--- src/rtl/fp16_pkg.sv ---
// Shared FP16 field layout, exponent constants and operand classes, used by the
// integer converter and the adder special-case logic.
package fp16_pkg;

    localparam int         FP16_EXP_BIAS = 15;
    localparam logic [4:0] FP16_EXP_MAX  = 5'h1F;

    localparam int SIGN_BIT = 15;
    localparam int EXP_MSB  = 14;
    localparam int EXP_LSB  = 10;
    localparam int MAN_MSB  = 9;
    localparam int MAN_LSB  = 0;

    typedef enum logic [2:0] {
        FP_ZERO = 3'd0,
        FP_SUB  = 3'd1,
        FP_NORM = 3'd2,
        FP_INF  = 3'd3,
        FP_NAN  = 3'd4
    } fp_class_t;

endpackage

--- src/rtl/fp16_classify.sv ---
// Combinational FP16 unpack: splits a binary16 word into fields and classifies it
// as zero, subnormal, normal, infinity or NaN.
module fp16_classify
    import fp16_pkg::*;
(
    input  logic [15:0] a,
    output logic        sign,
    output logic [4:0]  a_exp,
    output logic [9:0]  a_man,
    output fp_class_t   cls
);

    assign sign  = a[SIGN_BIT];
    assign a_exp = a[EXP_MSB:EXP_LSB];
    assign a_man = a[MAN_MSB:MAN_LSB];

    always_comb begin
        cls = FP_NORM;
        if (a_exp == 5'd0) begin
            cls = (a_man == 10'd0) ? FP_ZERO : FP_SUB;
        end else if (a_exp == FP16_EXP_MAX) begin
            cls = (a_man == 10'd0) ? FP_INF : FP_NAN;
        end
    end

endmodule

--- src/rtl/fp16_to_int_conv.sv ---
// Three-stage FP16 -> signed integer converter (classify, align, round/saturate).
// Define FP16_CONV_RNE_EN for round-half-to-even; otherwise results truncate toward zero.
module fp16_to_int_conv
    import fp16_pkg::*;
#(
    parameter int OUT_W    = 16,
    parameter int EXP_BIAS = FP16_EXP_BIAS
) (
    input  logic             clk_59,
    input  logic             rst_59,
    input  logic [15:0]      A_59,
    input  logic             in_valid_59,
    output logic             in_ready_59,
    output logic [OUT_W-1:0] C_59,
    output logic             ovf_59,
    output logic             inexact_59,
    output logic             invalid_59,
    output logic             out_valid_59,
    input  logic             out_ready_59
);

    localparam logic [17:0]      POS_LIM = 18'((1 << (OUT_W - 1)) - 1);
    localparam logic [17:0]      NEG_LIM = 18'(1 << (OUT_W - 1));
    localparam logic [OUT_W-1:0] SAT_POS = {1'b0, {(OUT_W - 1){1'b1}}};
    localparam logic [OUT_W-1:0] SAT_NEG = {1'b1, {(OUT_W - 1){1'b0}}};

    // Handshake: a word transfers on any edge where valid and ready are both high.
    // The whole pipe moves as one (advance) whenever the output slot is empty or
    // being taken, so in_ready_59 follows advance and bubbles stay in place.
    logic advance;
    assign advance     = ~out_valid_59 | out_ready_59;
    assign in_ready_59 = advance;

    logic            c_sign;
    logic [4:0]      c_exp;
    logic [9:0]      c_man;
    fp_class_t       c_cls;
    logic [5:0]      c_sh;

    fp16_classify u_classify (
        .a     (A_59),
        .sign  (c_sign),
        .a_exp (c_exp),
        .a_man (c_man),
        .cls   (c_cls)
    );

    assign c_sh = {1'b0, c_exp} - 6'(EXP_BIAS);

    logic            s1_valid, s1_sign;
    fp_class_t       s1_cls;
    logic [5:0]      s1_sh;
    logic [10:0]     s1_sig;

    always_ff @(posedge clk_59 or posedge rst_59) begin
        if (rst_59) begin
            s1_valid <= 1'b0;
            s1_sign  <= 1'b0;
            s1_cls   <= FP_ZERO;
            s1_sh    <= 6'd0;
            s1_sig   <= 11'd0;
        end else if (advance) begin
            s1_valid <= in_valid_59;
            s1_sign  <= c_sign;
            s1_cls   <= c_cls;
            s1_sh    <= c_sh;
            s1_sig   <= {1'b1, c_man};
        end
    end

    logic [25:0] al_shifted;
    logic [16:0] al_mag;
    logic        al_guard, al_sticky;

    assign al_shifted = {15'd0, s1_sig} << s1_sh[4:0];

    // Below 1.0 only the -1 shift can put the half-point in the guard position.
    always_comb begin
        al_mag    = 17'd0;
        al_guard  = 1'b0;
        al_sticky = 1'b0;
        if (s1_cls == FP_NORM) begin
            if (!s1_sh[5]) begin
                al_mag    = {1'b0, al_shifted[25:10]};
                al_guard  = al_shifted[9];
                al_sticky = |al_shifted[8:0];
            end else if (s1_sh == 6'h3F) begin
                al_guard  = 1'b1;
                al_sticky = |s1_sig[9:0];
            end else begin
                al_sticky = 1'b1;
            end
        end
    end

    logic            s2_valid, s2_sign, s2_guard, s2_sticky;
    fp_class_t       s2_cls;
    logic [16:0]     s2_mag;

    always_ff @(posedge clk_59 or posedge rst_59) begin
        if (rst_59) begin
            s2_valid  <= 1'b0;
            s2_sign   <= 1'b0;
            s2_cls    <= FP_ZERO;
            s2_mag    <= 17'd0;
            s2_guard  <= 1'b0;
            s2_sticky <= 1'b0;
        end else if (advance) begin
            s2_valid  <= s1_valid;
            s2_sign   <= s1_sign;
            s2_cls    <= s1_cls;
            s2_mag    <= al_mag;
            s2_guard  <= al_guard;
            s2_sticky <= al_sticky;
        end
    end

    logic [17:0]      r_mag;
    logic [OUT_W-1:0] neg_mag;

`ifdef FP16_CONV_RNE_EN
    assign r_mag = {1'b0, s2_mag} + 18'(s2_guard & (s2_sticky | s2_mag[0]));
`else
    assign r_mag = {1'b0, s2_mag};
`endif
    assign neg_mag = -r_mag[OUT_W-1:0];

    logic [OUT_W-1:0] n_c;
    logic             n_ovf, n_inex, n_inv;

    always_comb begin
        n_c    = '0;
        n_ovf  = 1'b0;
        n_inex = 1'b0;
        n_inv  = 1'b0;
        case (s2_cls)
            FP_ZERO: ;
            FP_SUB:  n_inex = 1'b1;
            FP_INF: begin
                n_ovf = 1'b1;
                n_c   = s2_sign ? SAT_NEG : SAT_POS;
            end
            FP_NAN:  n_inv = 1'b1;
            default: begin
                if (!s2_sign && r_mag > POS_LIM) begin
                    n_ovf = 1'b1;
                    n_c   = SAT_POS;
                end else if (s2_sign && r_mag > NEG_LIM) begin
                    n_ovf = 1'b1;
                    n_c   = SAT_NEG;
                end else begin
                    n_c    = s2_sign ? neg_mag : r_mag[OUT_W-1:0];
                    n_inex = s2_guard | s2_sticky;
                end
            end
        endcase
    end

    always_ff @(posedge clk_59 or posedge rst_59) begin
        if (rst_59) begin
            out_valid_59 <= 1'b0;
            C_59         <= '0;
            ovf_59       <= 1'b0;
            inexact_59   <= 1'b0;
            invalid_59   <= 1'b0;
        end else if (advance) begin
            out_valid_59 <= s2_valid;
            C_59         <= n_c;
            ovf_59       <= n_ovf;
            inexact_59   <= n_inex;
            invalid_59   <= n_inv;
        end
    end

endmodule
--- config.mk ---
export PLATFORM = sky130hd
export DESIGN_NAME = fp16_to_int_conv
export DESIGN_NICKNAME = d
export VERILOG_FILES = /design/src/rtl/fp16_pkg.sv /design/src/rtl/fp16_classify.sv /design/src/rtl/fp16_to_int_conv.sv
export SDC_FILE = /design/constraint.sdc
export NUM_CORES = 1
export LEC_CHECK = 0
export BUFFER_PORTS_ARGS = -buffer_cell sky130_fd_sc_hd__buf_4
export CAP_MARGIN = 5
export CORE_AREA = 2 2 119 145
export CTS_BUF_LIST = sky130_fd_sc_hd__clkbuf_8
export DETAILED_ROUTE_END_ITERATION = 8
export DIE_AREA = 0 0 121 147
export GPL_TIMING_DRIVEN = 0
export HOLD_SLACK_MARGIN = 0.12
export REMOVE_ABC_BUFFERS = 1
export SKIP_LAST_GASP = 1
export SLEW_MARGIN = 20
export SYNTH_ARGS = -nofsm -noshare
export SYNTH_HDL_FRONTEND = slang
export SYNTH_SLANG_ARGS = --single-unit
--- constraint.sdc ---
create_clock -name clk_59 -period 2.6 [get_ports clk_59]
set_input_delay 0.13 -clock clk_59 [delete_from_list [all_inputs] [get_ports clk_59]]
set_output_delay 0.13 -clock clk_59 [all_outputs]
set_load 0.01 [all_outputs]
; Word level (Yosys, flattened, before mapping)
; Index checks and enable logic that the tools add are counted.
[totals]
ram_bits = 0
out_inout_bits = 21
mem_bits_ro = 0
wordCells = 64
regBits = 66
latchBits = 0
memories = 0
input_bits = 20
[classes]
multipliers = 0
n_shift = 1
magnitude_cmp = 2
n_reduce_logical = 10
n_eq_ne = 6
n_bitwise = 3
muxes = 24
n_addsub = 2
n_div = 0
[ops]
columns = op, count
row1 = 16-bit 2-to-1 mux, 6
row2 = 16-bit one-hot mux with 2 select lines, 1
row3 = 11-bit by 5-bit left shift with 26-bit output, 1
row4 = 17-bit by 15-bit greater-than comparator with 1-bit output (second input constant), 1
row5 = 17-bit by 16-bit greater-than comparator with 1-bit output (second input constant), 1
row6 = 16-bit negation, 1
row7 = 1-bit 2-to-1 mux, 12
row8 = 10-bit zero test, 1
row9 = 10-bit OR reduction, 1
row10 = 3-bit 2-to-1 mux, 3
row11 = 9-bit OR reduction, 1
row12 = 3-bit by 2-bit equality test with 1-bit output (second input constant), 2
row13 = 6-bit equality test (second input constant), 1
row14 = 3-bit OR reduction, 2
row15 = 5-bit by 4-bit subtractor with 6-bit output (second input constant), 1
row16 = 5-bit equality test (second input constant), 1
row17 = 5-bit zero test, 1
row18 = 1-bit one-hot mux with 2 select lines, 2
row19 = 3-bit by 1-bit equality test with 1-bit output (second input constant), 1
row20 = 3-bit equality test (second input constant), 1
row21 = 3-bit zero test, 1
row22 = 1-bit logical AND, 2
row23 = 1-bit OR, 2
row24 = 1-bit zero test, 1
row25 = 1-bit NOT, 1

; Longest topological paths before layout
[depth]
word_depth = 5
depth_mapped = 8
depth_no_buf = 6

; Modules after synthesis
; A second synthesis with hierarchy kept.
[unflattened]
hier_cells = 470
hier_area_um2 = 4107.7
[modules_own_cells]
columns = module, n_inst, area_each_um2, cells_per_inst
row1 = fp16_to_int_conv, 1, 3911.3, 441
row2 = fp16_classify, 1, 196.4, 29

; Worst setup path after synthesis
; Ideal clock, no wire load.
[synth_path]
kind = register to register
start = reg s2_mag[12]
end = reg ovf_59
path_stages_with_launch = 6
arrival_ns = 1.965
path_buffers = 0
required_ns = 2.480
slack_ns = 0.515
cell_sequence = dfrtp_1 > or4_4 > or3_4 > o311ai_4 > o21ai_2 > a31o_2
[synth_via]
elab_chain_cells = 5
elab_cells_between_ends = 7
cone_classes = order compare (2) / mux (3) / reduce/logical (2)
[synth_rtl]
columns = element, line
row1 = start: declaration, fp16_to_int_conv.sv:98  ; logic [16:0] s2_mag;
row2 = start signal: assignment, fp16_to_int_conv.sv:112  ; s2_mag <= al_mag;
row3 = 17-bit by 16-bit greater-than comparator with 1-bit output, fp16_to_int_conv.sv:148  ; end else if (s2_sign && r_mag > NEG_LIM) begin
row4 = 1-bit logical AND, fp16_to_int_conv.sv:148
row5 = 1-bit 2-to-1 mux, fp16_to_int_conv.sv:148
row6 = 1-bit 2-to-1 mux *, fp16_to_int_conv.sv:145  ; if (!s2_sign && r_mag > POS_LIM) begin
row7 = 1-bit one-hot mux with 2 select lines *, fp16_to_int_conv.sv:136  ; case (s2_cls)
row8 = end signal: assignment, fp16_to_int_conv.sv:169  ; ovf_59 <= n_ovf;
row9 = end: declaration, fp16_to_int_conv.sv:15  ; output logic ovf_59,
; Every way passes the cells marked *; elsewhere a longest branch is shown, timed or not.
; A chain may end at the register's enable or synchronous reset.

; Final worst setup path
; Ends and elaborated chain as after synthesis.

==> load_flow_metrics.sql <==
INSERT INTO impl_metrics (metric_group, metric, value, unit) VALUES
('synth', 'synthTopCellsByArea', 'dfrtp_1, nand2_1, o21ai_0', ''),
('timing', 'setup_violations', '0', ''),
('floorplanning', 'die_x_extent', '121', 'um'),
('timing', 'slew_headroom', '50.2', '%'),
('synth', 'ys_seq_area_share', '40.3', '%'),
('timing', 'unrepaired_setup_endpoints_after_global_routing', 'false', ''),
('synth', 'ys_dominant_reg_cell', 'dfrtp_1', ''),
('synth', 'yosys-mux-area-fraction', '7.94', '%'),
('grt', 'grt_pass1_wl', '17.5', 'mm'),
('route', 'route.antenna.remaining_nets', '0', ''),
('floorplanning', 'num_rows', '52', ''),
('finish', 'layout_commonest_cell', 'nand2_1', ''),
('timing', 'maxClockFrequency', '0.426', 'GHz'),
('synth', 'synthCells', '473', ''),
('synth', 'postSynthAreaPerCell', '8.53', 'um^2'),
('pwr', 'proportion_of_power_drawn_by_flip_flops_and_latches', '35.8', '%'),
('synth', 'netlist.area_leader.share', '40.3', '%'),
('setup_path', 'worstSetupStartpointType', 'register', ''),
('route', 'detail_route.first_pass.iterations', '4', ''),
('status', 'outcome', 'complete, no violations', ''),
('synth', 'post_synth_and_or_nand_nor_area_fraction', '22.0', '%'),
('placement', 'numPlacedInstances', '697', ''),
('grt', 'antenna_violations_before_repair', '0', ''),
('setup_path', 'crit_required', '2.83', 'ns'),
('floorplanning', 'core-area', '0.0165', 'mm^2'),
('cts', 'clk_pin_slew_worst_paths', '0.08', 'ns'),
('placement', 'place.gp.congestion', '0.889', ''),
('placement', 'dp.final_hpwl', '7.39', 'mm'),
('floorplanning', 'initial_core_util', '24.5', '%'),
('synth', 'synthXorXnorAreaFrac', '2.82', '%'),
('synth', 'synth-edff-count', '0', ''),
('placement', 'port_buffers', '40', ''),
('pwr', 'total_leakage_power', '2.18', 'nW'),
('synth', 'dominant_combinational_cell_family_by_area_after_synthesis', 'simple AND/OR/NAND/NOR gates', ''),
('cts', 'cts_tree', 'yes', ''),
('synth', 'synth-warning-count', '0', ''),
('pwr', 'power.ir.vdd_worst', '0.363', 'mV'),
('synth', 'synth_async_sr_flop_share', '100', '%'),
('route', 'drt_wl_total', '10.2', 'mm'),
('floorplanning', 'ioPinCount', '41', ''),
('grt', 'grt_pass1_vias', '3552', ''),
('grt', 'maximum_number_of_pins_on_one_net_before_global_route_repair', '49', ''),
('synth', 'synth_area', '0.00404', 'mm^2'),
('pwr', 'power.density', '973', 'mW/mm^2'),
('job', 'drv_cap', '0', ''),
('finish', 'utilization', '30.3', '%'),
('setup_path', 'worst_path_max_delay_cell', 'or4_4', ''),
('grt', 'grtUsageTotal', '12.0', '%'),
('finish', 'layoutNonFillerInstCount', '734', ''),
('setup_path', 'criticalPathCategory', 'register to register', ''),
('pwr', 'switching_power', '2.00', 'mW'),
('pwr', 'intPower', '2.85', 'mW'),
('route', '1st_iter_drt_viols', '258', ''),
('synth', 'post_synth_num_cell_types', '64', ''),
('timing', 'total_count_of_hold_check_failures_in_the_final_report', '0', ''),
('timing', 'slew_at_the_pin_with_the_worst_max_slew_slack', '0.739', 'ns'),
('setup_path', 'worst_path_cell_trace', 'or4_4 -> or3_4 -> o311ai_4 -> o21ai_2 -> a31o_2', ''),
('cts', 'clock_tree.root_cell', 'clkbuf_8', ''),
('placement', 'pre_cts_slack', '0.0729', 'ns'),
('cts', 'clock-sinks', '65', ''),
('finish', 'fin_nets', '539', ''),
('pwr', 'power.combinational.fraction', '44.9', '%'),
('pwr', 'report.power.total', '4.86', 'mW'),
('timing', 'timing.clock.skew', '0.0105', 'ns'),
('setup_path', 'crit_fanout', '7', ''),
('pwr', 'swShare', '41.3', '%'),
('cts', 'clockBufferDepth', '2', ''),
('timing', 'fin_ws', '0.250', 'ns'),
('cts', 'clk_latency', '0.34', 'ns'),
('synth', 'synth_compound_area_share', '20.6', '%'),
('floorplanning', 'dieArea', '0.0178', 'mm^2');
==> state kept, by name, indices dropped and copies added (netlist names) <==
signal        count
s2_guard          1
s2_mag           16
s1_sign           1
s1_sh             6
s1_cls            3
ovf_59            1
s2_sticky         1
s2_cls            3
s2_sign           1
s2_valid          1
invalid_59        1
s1_valid          1
out_valid_59      1
s1_sig           11
inexact_59        1
C_59             16
==> kinds of logic (layout without fill, tap and decap cells) <==
kind of cell	Yosys count	in the layout
adder cells (fa/ha/maj)	5	5
XOR/XNOR	13	13
AO/OA/AOI/OAI	124	124
multiplexers	28	28
flip-flops	65	65
AND/OR/NAND/NOR	189	189
buffers and inverters	49	94
==> routing by layer <==
layer | wire length [um] | share of wire, % | GRT usage (%)
met5 | 0 | 0 | 0
met4 | 107 | 1.0 | 3.26
met3 | 329 | 3.2 | 2.87
met2 | 5090 | 50 | 20.1
met1 | 4710 | 46 | 15.5
==> final timing paths <==
kind / startpoint / to / slack [ns] / cells past startpoint
max in group asynchronous: rst_59 / s2_mag[5]$_DFFE_PP0P_ / 1.81 / 4
hold / removal: A_59[13] / s1_sh[3]$_DFFE_PP0P_ / 0.15 / 3
setup / recovery: s2_mag[12]$_DFFE_PP0P_ / ovf_59$_DFFE_PP0P_ / 0.25 / 5
hold reg to reg: s2_valid$_DFFE_PP0P_ / s2_valid$_DFFE_PP0P_ / 0.46 / 2
setup reg to reg: s2_mag[12]$_DFFE_PP0P_ / ovf_59$_DFFE_PP0P_ / 0.25 / 5
min in group asynchronous: rst_59 / out_valid_59$_DFFE_PP0P_ / 0.28 / 3
==> cell usage after synthesis, drive strengths merged (3+ instances only) <==
library cell,n
a22oi,3
nand2,102
nand4,7
nor4,8
mux2,12
nor2b,3
nor2,27
a21o,3
or3,3
nand2b,6
or4,3
inv,12
a21oi,30
a31oi,5
xnor2,7
o211ai,8
o311ai,5
mux2i,14
dfrtp,65
nand3,7
nand3b,3
xor2,6
nor3,10
o31ai,5
o41ai,3
buf,10
o21ai,38
a221o,5
clkbuf,26
ha,5
==> per-stage QoR <==
step                      TNS (ns)  area, um^2
final                            0        4990
after global routing             0        4990
after CTS                        0        4960
after detailed placement         0        4550
after global placement     -186.71        4460
after floorplan             -74.47        3890
==> power by group through the flow <==
stage | registers, mW | logic, mW | clock network (mW)
6_report | 1.74 | 2.18 | 0.939
5_1_grt | 1.80 | 2.45 | 1.02
4_1_cts | 1.73 | 2.18 | 0.967
3_5_place_dp | 1.75 | 2.14 | 0
3_3_place_gp | 1.73 | 2.05 | 0
2_1_floorplan | 1.68 | 1.45 | 0
==> final cells by class <==
type / instances / area, um^2
fill: 1761 / 11500
clock inverter: 5 / 72.6
multi-input combinational: 359 / 2240
clock buffer: 10 / 138
tap: 216 / 270
timing repair buffer: 66 / 588
sequential: 65 / 1630
inverter: 13 / 51.3
==> critical path, delay by kind of cell, from the launching register on <==
| kind | cells | cell delay [ns] |
|---|---|---|
| compound gates | 3 | 0.83 |
| flops | 1 | 0.43 |
| simple gates | 2 | 0.98 |
==> what timing repair did <==
action | 4_1_cts | 5_1_grt
hold buffers | 20 | 0
setup buffers | 0 | 2
gates resized for setup | 0 | 5
endpoints found under the hold margin | 83 | 0
setup endpoints to repair | 0 | 12
Note: power is estimated with default switching activity, not from simulation.
